<file path="src/rtl/bridge_pkg.sv">
// Shared constants and types for the data-bus bridge and its countdown timers.
// Address map, timer register offsets, CTRL layout, mode codes and FSM states.
package bridge_pkg;

    localparam logic [31:0] DM_TOP  = 32'h0000_2FFF;
    localparam logic [31:0] T0_BASE = 32'h0000_7F00;
    localparam logic [31:0] T1_BASE = 32'h0000_7F10;

    localparam logic [3:0] OFF_CTRL   = 4'h0;
    localparam logic [3:0] OFF_PRESET = 4'h4;
    localparam logic [3:0] OFF_COUNT  = 4'h8;

    localparam int CTRL_EN_BIT   = 0;
    localparam int CTRL_MODE_LSB = 1;
    localparam int CTRL_IM_BIT   = 3;

    localparam logic [1:0] MODE_ONESHOT = 2'b00;
    localparam logic [1:0] MODE_RELOAD  = 2'b01;

    typedef enum logic [1:0] {
        ST_IDLE = 2'd0,
        ST_LOAD = 2'd1,
        ST_CNT  = 2'd2,
        ST_INT  = 2'd3
    } tmr_state_e;

    // Field order matches the CTRL bit positions above (im=3, mode=2:1, en=0).
    typedef struct packed {
        logic       im;
        logic [1:0] mode;
        logic       en;
    } ctrl_t;

endpackage

</file>
<file path="src/rtl/timer_unit.sv">
// Memory-mapped countdown timer: CTRL/PRESET writable, COUNT read-only, sticky or pulsed irq.
// Stores commit at the clock edge of the store cycle; reads are combinational.
module timer_unit
    import bridge_pkg::*;
(
    input  logic        Clk,
    input  logic        Reset,
    input  logic        sel,
    input  logic        we,
    input  logic [3:2]  reg_addr,
    input  logic [31:0] wdata,
    output logic [31:0] rdata,
    output logic        irq
);

    tmr_state_e  state_q, state_d;
    ctrl_t       ctrl_q, ctrl_d;
    logic [31:0] preset_q, preset_d;
    logic [31:0] count_q, count_d;
    logic        pend_q, pend_d;

    logic wr_ctrl, wr_preset;

    assign wr_ctrl   = sel & we & (reg_addr == OFF_CTRL[3:2]);
    assign wr_preset = sel & we & (reg_addr == OFF_PRESET[3:2]);

    always_ff @(posedge Clk) begin
        if (Reset) begin
            state_q  <= ST_IDLE;
            ctrl_q   <= '0;
            preset_q <= '0;
            count_q  <= '0;
            pend_q   <= 1'b0;
        end else begin
            state_q  <= state_d;
            ctrl_q   <= ctrl_d;
            preset_q <= preset_d;
            count_q  <= count_d;
            pend_q   <= pend_d;
        end
    end

    always_comb begin
        state_d  = state_q;
        ctrl_d   = ctrl_q;
        preset_d = preset_q;
        count_d  = count_q;
        pend_d   = pend_q;

        case (state_q)
            ST_IDLE: begin
                if (ctrl_q.en) state_d = ST_LOAD;
            end
            ST_LOAD: begin
                count_d = preset_q;
                state_d = ST_CNT;
            end
            ST_CNT: begin
                if (!ctrl_q.en) begin
                    state_d = ST_IDLE;
                end else if (count_q > 32'd1) begin
                    count_d = count_q - 32'd1;
                end else begin
                    count_d = '0;
                    pend_d  = 1'b1;
                    state_d = ST_INT;
                end
            end
            ST_INT: begin
                if (ctrl_q.mode == MODE_RELOAD) begin
                    pend_d  = 1'b0;
                    state_d = ST_LOAD;
                end else begin
                    ctrl_d.en = 1'b0;
                    state_d   = ST_IDLE;
                end
            end
            default: state_d = ST_IDLE;
        endcase

        // Register stores override FSM updates made in the same cycle.
        if (wr_ctrl) begin
            ctrl_d = ctrl_t'(wdata[3:0]);
            pend_d = 1'b0;
        end
        if (wr_preset) begin
            preset_d = wdata;
            pend_d   = 1'b0;
        end
    end

    always_comb begin
        rdata = '0;
        case (reg_addr)
            OFF_CTRL[3:2]:   rdata = {28'd0, ctrl_q};
            OFF_PRESET[3:2]: rdata = preset_q;
            OFF_COUNT[3:2]:  rdata = count_q;
            default:         rdata = '0;
        endcase
    end

    assign irq = ctrl_q.im & pend_q;

endmodule

</file>
<file path="src/rtl/sys_bridge.sv">
// Data-bus responder: decodes MEM accesses to DM or two timers, returns read data the same cycle.
// Single-cycle, no backpressure; erroneous stores are flagged and change no state.
module sys_bridge
    import bridge_pkg::*;
(
    input  logic        Clk,
    input  logic        Reset,
    input  logic [31:0] addr,
    input  logic [31:0] wdata,
    input  logic [3:0]  be,
    input  logic        we,
    output logic [31:0] rdata,
    output logic        dm_we,
    output logic [3:0]  dm_be,
    output logic [31:0] dm_addr,
    output logic [31:0] dm_wdata,
    input  logic [31:0] dm_rdata,
    input  logic        ext_int,
    output logic [5:0]  hw_int,
    output logic        addr_err
);

    logic        sel_dm, sel_t0, sel_t1, unmapped;
    logic        tmr_we;
    logic [31:0] t0_rdata, t1_rdata;
    logic        t0_irq, t1_irq;

    assign sel_dm   = (addr <= DM_TOP);
    assign sel_t0   = (addr[31:4] == T0_BASE[31:4]) && (addr[3:2] != 2'b11);
    assign sel_t1   = (addr[31:4] == T1_BASE[31:4]) && (addr[3:2] != 2'b11);
    assign unmapped = ~(sel_dm | sel_t0 | sel_t1);

    // Only full-word stores reach the timers; partial ones are an error.
    assign tmr_we   = we & (be == 4'b1111);
    assign addr_err = unmapped | (we & (sel_t0 | sel_t1) & (be != 4'b1111));

    assign dm_we    = we & sel_dm;
    assign dm_be    = sel_dm ? be : 4'b0000;
    assign dm_addr  = addr;
    assign dm_wdata = wdata;

    timer_unit u_t0 (
        .Clk      (Clk),
        .Reset    (Reset),
        .sel      (sel_t0),
        .we       (tmr_we),
        .reg_addr (addr[3:2]),
        .wdata    (wdata),
        .rdata    (t0_rdata),
        .irq      (t0_irq)
    );

    timer_unit u_t1 (
        .Clk      (Clk),
        .Reset    (Reset),
        .sel      (sel_t1),
        .we       (tmr_we),
        .reg_addr (addr[3:2]),
        .wdata    (wdata),
        .rdata    (t1_rdata),
        .irq      (t1_irq)
    );

    always_comb begin
        rdata = '0;
        if (sel_dm)      rdata = dm_rdata;
        else if (sel_t0) rdata = t0_rdata;
        else if (sel_t1) rdata = t1_rdata;
    end

    assign hw_int = {3'b000, ext_int, t1_irq, t0_irq};

endmodule

</file>
<file path="config.mk">
export PLATFORM = sky130hd
export DESIGN_NAME = sys_bridge
export DESIGN_NICKNAME = d
export VERILOG_FILES = /design/src/rtl/bridge_pkg.sv /design/src/rtl/timer_unit.sv /design/src/rtl/sys_bridge.sv
export SDC_FILE = /design/constraint.sdc
export NUM_CORES = 1
export LEC_CHECK = 0
export ABC_AREA = 0
export CELL_PAD_IN_SITES_DETAIL_PLACEMENT = 0
export CELL_PAD_IN_SITES_GLOBAL_PLACEMENT = 1
export CORE_MARGIN = 2
export CORE_UTILIZATION = 36
export CTS_BUF_LIST = sky130_fd_sc_hd__clkbuf_4 sky130_fd_sc_hd__clkbuf_8 sky130_fd_sc_hd__clkbuf_16
export DETAILED_ROUTE_END_ITERATION = 10
export PLACE_DENSITY = 0.8
export SLEW_MARGIN = 20
export SYNTH_ARGS = -nofsm -noshare
export SYNTH_HDL_FRONTEND = slang
export SYNTH_SLANG_ARGS = --single-unit
</file>
<file path="constraint.sdc">
create_clock -name Clk -period 2.7 [get_ports Clk]
set_input_delay 0.27 -clock Clk [delete_from_list [all_inputs] [get_ports Clk]]
set_output_delay 0.27 -clock Clk [all_outputs]
set_load 0.02 [all_outputs]
</file>
After elaboration in Yosys (flattened, before gate mapping):

Index checks and enable logic that the tools add are counted.

* flip-flop bits (word level): 142
* output and inout port bits: 108
* input bits: 104

* reduce and logical (&&, ||, !) cells: 21
* bitwise operators: 17
* multiplexer cells: 36
* equality and inequality tests: 27
* $lt $le $gt $ge: 3
* add/sub/neg operators: 2

Operators with widths (number)
* 32-bit two-way mux: 7
* 32-bit case mux with 3 select lines: 2
* 32-bit case mux with 2 select lines: 2
* 32-bit by 1-bit > comparator with 1-bit output (second input constant): 2
* 32-bit by 1-bit subtractor with 32-bit output (second input constant): 2
* 28-bit by 11-bit == test with 1-bit output (second input constant): 2
* 32-bit by 14-bit less-or-equal comparator with 1-bit output (second input constant): 1
* 2-bit by 1-bit != test with 1-bit output (second input constant): 8
* 2-bit case mux with 4 select lines: 2
* 1-bit two-way mux: 14
* 1-bit AND: 12
* 2-bit two-way mux: 6
* 2-bit AND reduction: 6
* 2-bit nonzero test: 6
* 2-bit by 1-bit == test with 1-bit output (second input constant): 5
* 2-bit == test (second input constant): 5
* 4-bit AND reduction: 2
* 2-bit zero test: 3
* 2-bit != test (second input constant): 3
* 3-bit != test (second input constant): 2
* 3-bit OR reduction: 2
* 4-bit == test (second input constant): 1
* 4-bit two-way mux: 1
* 4-bit != test (second input constant): 1
* 4 further kinds: 9

Depth between registers and ports, before layout:

* word-level depth: 6
* depth in mapped cells: 9
* mapped depth without buffers: 8

Modules after synthesis:

Synthesis repeated with hierarchy kept, for this count alone.

* cell total of the unflattened synthesis: 1254
* area, all modules: 9477.8 um^2

By module, submodules not included
* timer_unit: cells each 523, area each 3975.1 um^2, instances 2
* sys_bridge: cells each 208, area each 1527.7 um^2, instances 1

Least setup slack after synthesis:

No wires, ideal clock.

* path type: register to register
* start: reg u_t0.count_q[16]
* end: reg u_t0.count_q[0]
* arrival time: 2.253 ns
* cell stages (with the launch flop): 9
* slack: 0.313 ns
* cell sequence: dfxtp_1 buf_6 or4_4 or4_4 nor4_4 nor2_1 buf_6 a221oi_2 a211oi_1

* cells in the longest elaborated chain, start to end: 4

RTL lines
* start, declared: RTL line timer_unit.sv:19 `logic [31:0] count_q, count_d;`
* start signal, assigned: RTL line timer_unit.sv:38 `count_q <= count_d;`
* 32-bit by 1-bit > comparator with 1-bit output: RTL line timer_unit.sv:61 `end else if (count_q > 32'd1) begin`
* 32-bit two-way mux: RTL line timer_unit.sv:61
* 32-bit two-way mux: RTL line timer_unit.sv:59 `if (!ctrl_q.en) begin`
* 32-bit case mux with 2 select lines: RTL line timer_unit.sv:50 `case (state_q)`

No other way between the ends. The select of a mux whose other input is x is not followed.
A chain may end at the register's enable or synchronous reset.

Final worst setup path:

* start: in addr[3]
* end: out rdata[21]

* cells in the longest elaborated chain, start to end: 5
* elaborated cells between the ends (all ways): 12

RTL lines
* start, declared: RTL line sys_bridge.sv:8 `input logic [31:0] addr,`
* parallel branches: the longest is 4 deep, another holds 32-bit by 14-bit less-or-equal comparator with 1-bit output
* 32-bit two-way mux (*): RTL line sys_bridge.sv:66 `if (sel_dm) rdata = dm_rdata;`
* end, declared: RTL line sys_bridge.sv:12 `output logic [31:0] rdata,`

Mark *: on every way between the ends.

==> flow_summary.toml <==
[logic_synthesis]
async_reset_ff_frac = 0
syn_area_um2 = 8982
syn_inst = 1211
synth_area_per_cell_um2 = 7.417
synth.most_common_cell = "nand2_1"
ys.flop_type = "dfxtp_1"
yosys_warnings = 0
synth_top_area_cell = "dfxtp_1"
synth-edff-count = 0
ys_top_cells_by_area = "dfxtp_1, nand2_1, a221oi_1, buf_4, a21oi_1"
synth_commonest_cells = "nand2_1, dfxtp_1, nor2_1"
synth_seq_area_share = 0.3165
synth_top_area_frac = 0.3165
ys_seq_elements = 142
ys_types = 65

[cts]
clockBufferDepth = 2
cts_buffers = 17
clockRootBuffer = "clkbuf_16"
htreeDepth = 4
clk_pin_slew_worst_paths_ns = 0.06
clock-sinks = 142
postCtsSetupBuffers = 0
clock_latency_ns = 0.42
tritoncts = "yes"

[floorplan]
die_y_um = 162.0
fp-row-count = 57
ios = 212
dieArea_um2 = 26230
initial_utilization = 0.3683
fp.dieW_um = 162.0
core_um2 = 24390

[drt]
drt_iter0_markers = 1040
post_drt_wl_per_cell_um = 20.80
drt_wl_total_mm = 35.65
drtAntennaViolNets = 0
via_per_inst = 5.765
dr.pass1.iters = 5
drc = 0
vias = 9881

[critical_path]
worstPathArrival_ns = 2.43
endpoint_kind = "primary output"
critPathRequiredTime_ns = 2.43
path_class = "input pin to primary output"
worstPathMaxFanout = 18
critPathLaunchType = "input pin"

[timing]
setup_ws_ns = -0.004030
worstMarginPinSlew_ns = 0.7636
period_share = 1.001
maxSlewViolCount = 0
timing_hold_violations_final = 0
max_slew_margin = 0.4910
fin_setup_tns_ns = -0.004030
fin_skew_ns = 0.008641
final-setup-viol-count = 1
rsz0062_at_grt = "true"
max_freq_mhz = 369.8
fin_crit_ns = 2.704

[grt]
grtUsageTotal = 0.2631
grt_pass1_vias = 9051
grt_pass1_wl_mm = 54.04
grt_max_degree = 69
antenna_found_initial = 0
gr-total-overflow = 0

[power_and_ir_drop]
p_int_w = 0.003877
switchingPower_w = 0.001313
clockPowerShare = 0.475
powerDensity_nw_per_um2 = 426.4
combPwrFrac = 0.122
p_leak_nw = 4.796
irDropWorstVdd_mv = 0.3247
p_sw_frac = 0.2530
finalPower_w = 0.005190
seq_power_share = 0.403

[run]
drv_cap = 0

[status]
outcome = "complete, but fails checks"
failed_checks = "setup timing"

[layout]
nets = 1485
instances_no_fill = 1714
seq_area_um2 = 2843
drive_above_1_share = 0.1439
fin_area_um2 = 12170
diodes = 0
syn_to_final_growth_pct = 35.51
utilization = 0.4990
fillers = 2405
multi_input_area_um2 = 5248

[place]
dpl.cell_count = 1681
portBuffers = 202
dp_hpwl_mm = 26.15
placed_area_um2 = 11540
globalplace.congestion = 0.8762

[hold_path]
timing.hold.worst.class = "input pin to register"
==> power by group through the flow <==
stage / clock [W] / sequential (W) / combinational, W
finish: 0.00247 / 0.00209 / 0.000631
global placement: 0 / 0.00214 / 0.000610
global route: 0.00256 / 0.00209 / 0.000655
CTS: 0.00249 / 0.00209 / 0.000621
floorplan: 0 / 0.00214 / 0.000271
detailed placement: 0 / 0.00214 / 0.000608
==> layout by cell type, fill, tap and decap left out, types with 11 or more instances in the layout <==
cell type and count:
buf_4 108, a221oi_1 54, buf_12 12, nand3_1 35
clkbuf_16 17, nand2_1 189, or4_1 22, nor4_1 33
a21oi_1 102, nor3_1 28, dfxtp_1 142, nor2_1 128
dlygate4sd2_1 30, or3_1 13, o21ai_0 25, a211oi_1 11
mux2i_1 26, a31oi_1 30, a22o_1 33, clkdlybuf4s50_1 163
a221oi_2 12
==> metrics by stage <==
step	setup slack (ns)	hold slack [ns]
after floorplan	0.3134	0.4105
after global routing	-0.03815	0.2438
after global placement	-0.2239	0.4562
final	-0.004030	0.2391
after detailed placement	-0.2066	0.4634
after CTS	0.001430	0.2253
==> final cells by class <==
class,instances,share of cell area
repair buffers,322,0.2492
inverters,10,0.003084
flip-flops and latches,142,0.2336
clock inverters,13,0.01357
well taps,324,0.03331
clock buffers,19,0.03618
multi-input cells,884,0.4311
==> worst paths after layout <==
path	start	endpoint	slack, ns	cells after the start
worst max register to register	u_t0.count_q[0]	u_t0.count_q[14]	0.15	8
worst min-delay path	Reset	u_t0.count_q[15]	0.24	2
worst max-delay path	addr[3]	rdata[21]	-0.004	9
worst min register to register	u_t0.preset_q[8]	u_t0.preset_q[8]	0.47	2
==> routing by layer <==
metal	vias to the layer above	routed length (um)	GRT usage
li1	4695	-	-
met1	4771	16200	0.3783
met2	379	16460	0.4056
met3	36	2395	0.04597
met4	0	591	0.07039
met5	-	0	0
==> worst max-delay path, cell delays in order <==
cell and delay (ns):
clkdlybuf4s50_1 0.45, buf_4 0.19, nor2b_4 0.16, bufbuf_16 0.30
a221oi_2 0.34, buf_4 0.17, nor2_1 0.05, a22o_1 0.18
dlygate4sd2_1 0.32
==> kinds of logic (layout without fill, tap and decap cells) <==
group / count (synthesis) / after routing / share of synthesized area
other: 1 / 3 / 0.0004175
AND/OR/NAND/NOR: 514 / 514 / 0.2716
adder cells (fa/ha/maj): 4 / 4 / 0.005572
XOR/XNOR: 7 / 7 / 0.006826
flip-flops: 142 / 142 / 0.3165
multiplexers: 33 / 33 / 0.03775
buffers and inverters: 187 / 364 / 0.1103
AO/OA/AOI/OAI: 323 / 323 / 0.2510
==> state kept, by name, summed over array words and instances, names as in the netlist <==
signal,count
u_t0.count_q,32
u_t0.preset_q,32
u_t1.count_q,32
u_t1.preset_q,32
u_t0.ctrl_q,4
u_t1.ctrl_q,4
u_t0.state_q,2
u_t1.state_q,2
u_t0.pend_q,1
u_t1.pend_q,1
==> what timing repair did <==
| item | 4_1_cts | 5_1_grt |
|---|---|---|
| pin swaps | 1 | 2 |
| hold buffers | 0 | 0 |
| cloned | 1 | 0 |
| endpoints found under the hold margin | 0 | 0 |
| endpoints found under the setup margin | 37 | 28 |
| resized for setup | 43 | 19 |
No activity file was read; power rests on OpenSTA's default activity.
